[src/rtl/barrel_pkg.sv]
// Shared constants and sizing helpers for the barrel multithreaded RV32 core.
// Pure declarations: no latency and no backpressure of its own.
package barrel_pkg;

    localparam int INSTR_BYTES      = 4;
    localparam int DEFAULT_RESET_PC = 0;

    function automatic int tid_width(input int num_threads);
        return (num_threads <= 2) ? 1 : $clog2(num_threads);
    endfunction

    function automatic int thread_mask_width(input int num_threads);
        return num_threads;
    endfunction

endpackage

[src/rtl/rr_next_pick.sv]
// Round-robin pick: first set bit of eligible, searching from cursor+1 with wrap.
// Combinational, zero latency; no backpressure, a new answer every cycle.
module rr_next_pick
    import barrel_pkg::*;
#(
    parameter int NUM_THREADS = 8,
    parameter int TID_WIDTH   = tid_width(NUM_THREADS)
) (
    input  logic [NUM_THREADS-1:0] eligible,
    input  logic [TID_WIDTH-1:0]   cursor,
    output logic                   found,
    output logic [TID_WIDTH-1:0]   sel_tid
);

    logic [TID_WIDTH-1:0]     start;
    logic [2*NUM_THREADS-1:0] doubled;
    logic [NUM_THREADS-1:0]   rotated;
    logic [TID_WIDTH-1:0]     offset;

    // Rotating by cursor+1 puts the cursor at the top bit, so it is checked last.
    always_comb begin
        start   = cursor + TID_WIDTH'(1);
        doubled = {eligible, eligible} >> start;
        rotated = doubled[NUM_THREADS-1:0];
        offset  = '0;
        for (int i = NUM_THREADS - 1; i >= 0; i--) begin
            if (rotated[i]) begin
                offset = TID_WIDTH'(i);
            end
        end
        found   = |rotated;
        sel_tid = start + offset;
    end

endmodule

[src/rtl/barrel_fetch_sched.sv]
// Per-thread PC store and round-robin fetch issue; one registered {tid, pc} per cycle.
// Latency one cycle from selection to fetch_*; stall freezes outputs, cursor and increments.
module barrel_fetch_sched
    import barrel_pkg::*;
#(
    parameter int                         ADDRESS_WIDTH    = 32,
    parameter int                         NUM_THREADS      = 8,
    parameter logic [ADDRESS_WIDTH-1:0]   RESET_PC         = ADDRESS_WIDTH'(DEFAULT_RESET_PC),
    parameter logic [ADDRESS_WIDTH-1:0]   THREAD_PC_STRIDE = '0,
    parameter int                         TID_WIDTH        = tid_width(NUM_THREADS)
) (
    input  logic                     clk,
    input  logic                     rst,
    input  logic                     stall,
    input  logic [NUM_THREADS-1:0]   thread_en,
    input  logic                     redirect_valid,
    input  logic [TID_WIDTH-1:0]     redirect_tid,
    input  logic [ADDRESS_WIDTH-1:0] redirect_pc,
    input  logic                     halt_valid,
    input  logic [TID_WIDTH-1:0]     halt_tid,
    output logic                     fetch_valid,
    output logic [TID_WIDTH-1:0]     fetch_tid,
    output logic [ADDRESS_WIDTH-1:0] fetch_pc,
    output logic [NUM_THREADS-1:0]   active_mask
);

    localparam int MASK_W = thread_mask_width(NUM_THREADS);
    localparam logic [ADDRESS_WIDTH-1:0] PC_STEP = ADDRESS_WIDTH'(INSTR_BYTES);

    logic [ADDRESS_WIDTH-1:0] pc_q [NUM_THREADS];
    logic [ADDRESS_WIDTH-1:0] pc_d [NUM_THREADS];
    logic [MASK_W-1:0]        active_q, active_d;
    logic [TID_WIDTH-1:0]     cursor_q, cursor_d;
    logic                     fetch_valid_q, fetch_valid_d;
    logic [TID_WIDTH-1:0]     fetch_tid_q, fetch_tid_d;
    logic [ADDRESS_WIDTH-1:0] fetch_pc_q, fetch_pc_d;

    logic [MASK_W-1:0]    halt_mask;
    logic [MASK_W-1:0]    eligible;
    logic                 pick_found;
    logic [TID_WIDTH-1:0] pick_tid;

    assign halt_mask = halt_valid ? (MASK_W'(1) << halt_tid) : '0;
    assign eligible  = thread_en & active_q & ~halt_mask;

    rr_next_pick #(
        .NUM_THREADS (NUM_THREADS),
        .TID_WIDTH   (TID_WIDTH)
    ) u_pick (
        .eligible (eligible),
        .cursor   (cursor_q),
        .found    (pick_found),
        .sel_tid  (pick_tid)
    );

    always_comb begin
        pc_d          = pc_q;
        active_d      = active_q & ~halt_mask;
        cursor_d      = cursor_q;
        fetch_valid_d = fetch_valid_q;
        fetch_tid_d   = fetch_tid_q;
        fetch_pc_d    = fetch_pc_q;

        if (redirect_valid) begin
            pc_d[redirect_tid] = redirect_pc;
        end

        if (!stall) begin
            if (pick_found) begin
                fetch_valid_d = 1'b1;
                fetch_tid_d   = pick_tid;
                cursor_d      = pick_tid;
                // A redirect landing on the issuing thread is bypassed straight to fetch.
                if (redirect_valid && (redirect_tid == pick_tid)) begin
                    fetch_pc_d     = redirect_pc;
                    pc_d[pick_tid] = redirect_pc + PC_STEP;
                end else begin
                    fetch_pc_d     = pc_q[pick_tid];
                    pc_d[pick_tid] = pc_q[pick_tid] + PC_STEP;
                end
            end else begin
                fetch_valid_d = 1'b0;
            end
        end
    end

    always_ff @(posedge clk) begin
        if (rst) begin
            for (int t = 0; t < NUM_THREADS; t++) begin
                pc_q[t] <= RESET_PC + ADDRESS_WIDTH'(t) * THREAD_PC_STRIDE;
            end
            active_q      <= '1;
            cursor_q      <= TID_WIDTH'(NUM_THREADS - 1);
            fetch_valid_q <= 1'b0;
            fetch_tid_q   <= '0;
            fetch_pc_q    <= '0;
        end else begin
            pc_q          <= pc_d;
            active_q      <= active_d;
            cursor_q      <= cursor_d;
            fetch_valid_q <= fetch_valid_d;
            fetch_tid_q   <= fetch_tid_d;
            fetch_pc_q    <= fetch_pc_d;
        end
    end

    assign fetch_valid = fetch_valid_q;
    assign fetch_tid   = fetch_tid_q;
    assign fetch_pc    = fetch_pc_q;
    assign active_mask = active_q;

endmodule

[config.mk]
export PLATFORM = sky130hd
export DESIGN_NAME = barrel_fetch_sched
export DESIGN_NICKNAME = d
export VERILOG_FILES = /design/src/rtl/barrel_pkg.sv /design/src/rtl/rr_next_pick.sv /design/src/rtl/barrel_fetch_sched.sv
export SDC_FILE = /design/constraint.sdc
export NUM_CORES = 1
export LEC_CHECK = 0
export CORE_UTILIZATION = 38
export DETAILED_ROUTE_END_ITERATION = 7
export SYNTH_ARGS = -nofsm -noshare
export SYNTH_HDL_FRONTEND = slang
export SYNTH_HIERARCHICAL = 1
export SYNTH_SLANG_ARGS = --single-unit
[constraint.sdc]
create_clock -name clk -period 5.75 [get_ports clk]
set_input_delay 0.575 -clock clk [delete_from_list [all_inputs] [get_ports clk]]
set_output_delay 0.575 -clock clk [all_outputs]
set_load 0.05 [all_outputs]
==> results of run 1 <==
-- critical path: cells and delay by family --
| kind | cells | cell delay [ns] |
|---|---|---|
| buffers and inverters | 5 | 0.71 |
| AND/OR/NAND/NOR | 8 | 2.28 |
| AO/OA/AOI/OAI | 5 | 0.87 |
| multiplexers | 3 | 0.93 |
| adder cells (fa/ha/maj) | 2 | 0.83 |
-- layout make-up --
type                            count  area [µm²]
Clock buffer                       46       978.4
Tap cell                          607       759.5
Timing Repair Buffer              394        3611
Clock inverter                     19       262.8
Multi-Input combinational cell   1724       11330
Inverter                           16       60.06
Sequential cell                   303        6071
Fill cell                        4386       23390
-- timing repair --
action	4_1_cts	5_1_grt
buffers inserted	19	15
pin swaps	21	46
resized for setup	47	91
cloned	2	0
endpoints found under the setup margin	176	167
-- metrics by stage --
step	TNS [ns]	setup WS, ns
detailed placement	-153.78	-1.020
floorplan	0	0.01773
global route	-3.385	-0.1369
finish	-0.01638	-0.01554
CTS	0	0.006504
global placement	-138.11	-0.9171
-- final timing paths --
path / cells past startpoint / slack, ns / to
worst min register to register: 2 / 0.45 / fetch_pc[31]$_SDFFE_PP0P_
worst max register to register: 19 / -0.01 / pc_q[217]$_SDFF_PP0_
worst max-delay path: 23 / -0.02 / pc_q[217]$_SDFF_PP0_
worst min-delay path: 2 / 0.45 / fetch_pc[31]$_SDFFE_PP0P_
-- metal layers --
| layer | wire length (µm) | vias up | global-route usage |
|---|---|---|---|
| met5 | 15 | - | 0 |
| met4 | 3732 | 2 | 0.1512 |
| met3 | 9444 | 281 | 0.08593 |
| met2 | 33810 | 1342 | 0.4903 |
| met1 | 31560 | 9412 | 0.4212 |
| li1 | - | 8603 | - |
-- registers in the layout, indices dropped and copies added (netlist names) --
name / flops
cursor_q: 3
active_mask: 8
pc_q: 256
fetch_pc: 32
fetch_valid: 1
fetch_tid: 3
-- cells in the final DEF, fill, tap and decap left out, drive strengths merged, types with 13 or more instances in the layout --
| master | instances |
|---|---|
| clkbuf | 48 |
| inv | 15 |
| a31oi | 53 |
| nand3 | 54 |
| o211ai | 20 |
| a211oi | 141 |
| nand2b | 20 |
| xor2 | 16 |
| dfxtp | 303 |
| nand2 | 478 |
| nor3 | 37 |
| o21a | 23 |
| nor2b | 39 |
| a311oi | 31 |
| a31o | 64 |
| a21oi | 135 |
| nor2 | 152 |
| nand4 | 14 |
| clkdlybuf4s50 | 89 |
| xnor2 | 33 |
| mux4 | 29 |
| a22oi | 21 |
| o21ai | 79 |
| clkinv | 13 |
| buf | 303 |
| mux2i | 123 |
| and3 | 26 |
| mux2 | 17 |
-- cell families after synthesis --
group | after synthesis | share of synthesized area
buf+inv | 235 | 0.05739
xor+xnor | 49 | 0.02403
fa+ha+maj | 6 | 0.004554
flops | 303 | 0.3397
mux | 169 | 0.1172
compound gates | 622 | 0.2401
simple gates | 878 | 0.2171
==> out/qor.txt, run 1 <==
Slew @ Worst Pin - 1.180 ns
via count - 19640
number of synthesized register bits - 303
Initial Util - 0.3844
CP arrival - 6.21 ns
Final Slew Violations - 0
Worst slew margin - 0.2136
die extent in y - 218.8 µm
CTS H-Tree Depth - 2
HP Start - fetch_pc[31]$_SDFFE_PP0P_
RSZ-0062 raised after global routing - true
Yosys top cell area share - 0.3397
syn avg cell area - 7.894 µm²
critical-path cell list - buf_8 > nand2b_4 > o31ai_4 > nor2_2 > buf_6 > mux4_2 > nor2b_4 > nor3_2 > o21ai_2 > o221ai_2 > ha_4 > fa_4 > buf_12 > buf_12 > buf_12 > mux2i_1 > a22oi_1 > nand2_1 > or4_4 > or3_4 > or4_4 > mux2i_4 > o21ai_1
Die ar. - 0.04786 mm²
vias in the first global route - 18725
diode count - 0
synth-to-layout area growth - 29.20%
Synth Flop Type - dfxtp_1
hold bufs inserted after CTS - 0
Final Cycle Share - 1.003
Critical Path Source Type - input port
Cells after Synth - 2262
most common library cells after synthesis - nand2_1 (477), dfxtp_1 (303), clkbuf_1 (185), nor2_1 (152), a211oi_1 (141)
Non-Filler Instances - 3109
first-pass GRT wire length - 116.2 mm
clock latency on the worst-skew pair - 0.58 ns
detailed placer's ending HPWL - 49.28 mm
Via density - 6.317
reg2reg start - cursor_q[0]$_SDFFE_PP1P_
drt wl/cell - 25.27 µm
core area - 0.04646 mm²
Ports - 95
Final Routed Wirelength - 78.57 mm
post-synthesis async set-or-reset flop share - 0
IO buf count - 94
status - finished, violations left
yosys warns - 6
crit-path max FO - 8
CTS tree - built
Max Buffers Root-to-Sink - 3
Crit path top cell by count - buf_12
Critical Path Start - halt_tid[1]
largest net degree at the start of global routing - 145
layout net count - 2531
Final Hold Vio Count - 0
antenna violations before repair - 2
GRT Total Usage - 0.3218
die width - 218.8 µm
Req. time, crit path - 6.20 ns
grt total ovfl - 0
Post-Syn Nets - 2318
drt initial violations - 2559
cts bufs inserted - 36
Post-DRT Antenna Nets - 0
CP max stage cell - fa_4
CTS Sinks - 303
max-cap violation count - 0
area of the mapped netlist - 0.01786 mm²
Setup-failing EPs final - 2
Worst Clk Skew - 0.02386 ns
max frequency - 0.1734 GHz
sequential area share after synthesis - 0.3397
final core utilization - 0.4966
Reg clk slew, reported paths - 0.06 ns
placed cells - 3011
failing checks - DRC, setup timing
row count - 79
design area - 0.02307 mm²
Crit. End Element - register
Crit Path Category - input port to register
GP Congestion - 0.9382
Distinct cells, synth - 74
residual DRC count - 2
Crit path largest cell delay - 0.66 ns
Fin Hold WS - 0.4479 ns
Hold Path Class - register to register
cell with the most instances after synthesis - nand2_1
EDFF count, synth - 0
Setup WS post-layout - -0.01554 ns
share of layout cells above drive strength 1 - 0.2370
clk root buf - clkbuf_16
DP Area - 0.02105 mm²
post-synth top area cell - dfxtp_1
TritonRoute pass-1 iters - 7
largest cells by area after synthesis - dfxtp_1 (34%), nand2_1 (10%), mux2i_1 (6.8%), a211oi_1 (5.9%), clkbuf_1 (3.9%)
min Tclk post-route - 5.766 ns
Power of run 1 is not shown: default switching activity piles up to over one toggle a cycle in this logic, so the estimate is an artifact.
==> run 2, diff against run 1 <==
Settings changed: ABC_CLOCK_PERIOD_IN_PS set to 5750.
==> results of run 2 <==
The final DEF is identical to that of run 1; final timing and power are the same.
Power of run 2 is left out for the same reason.
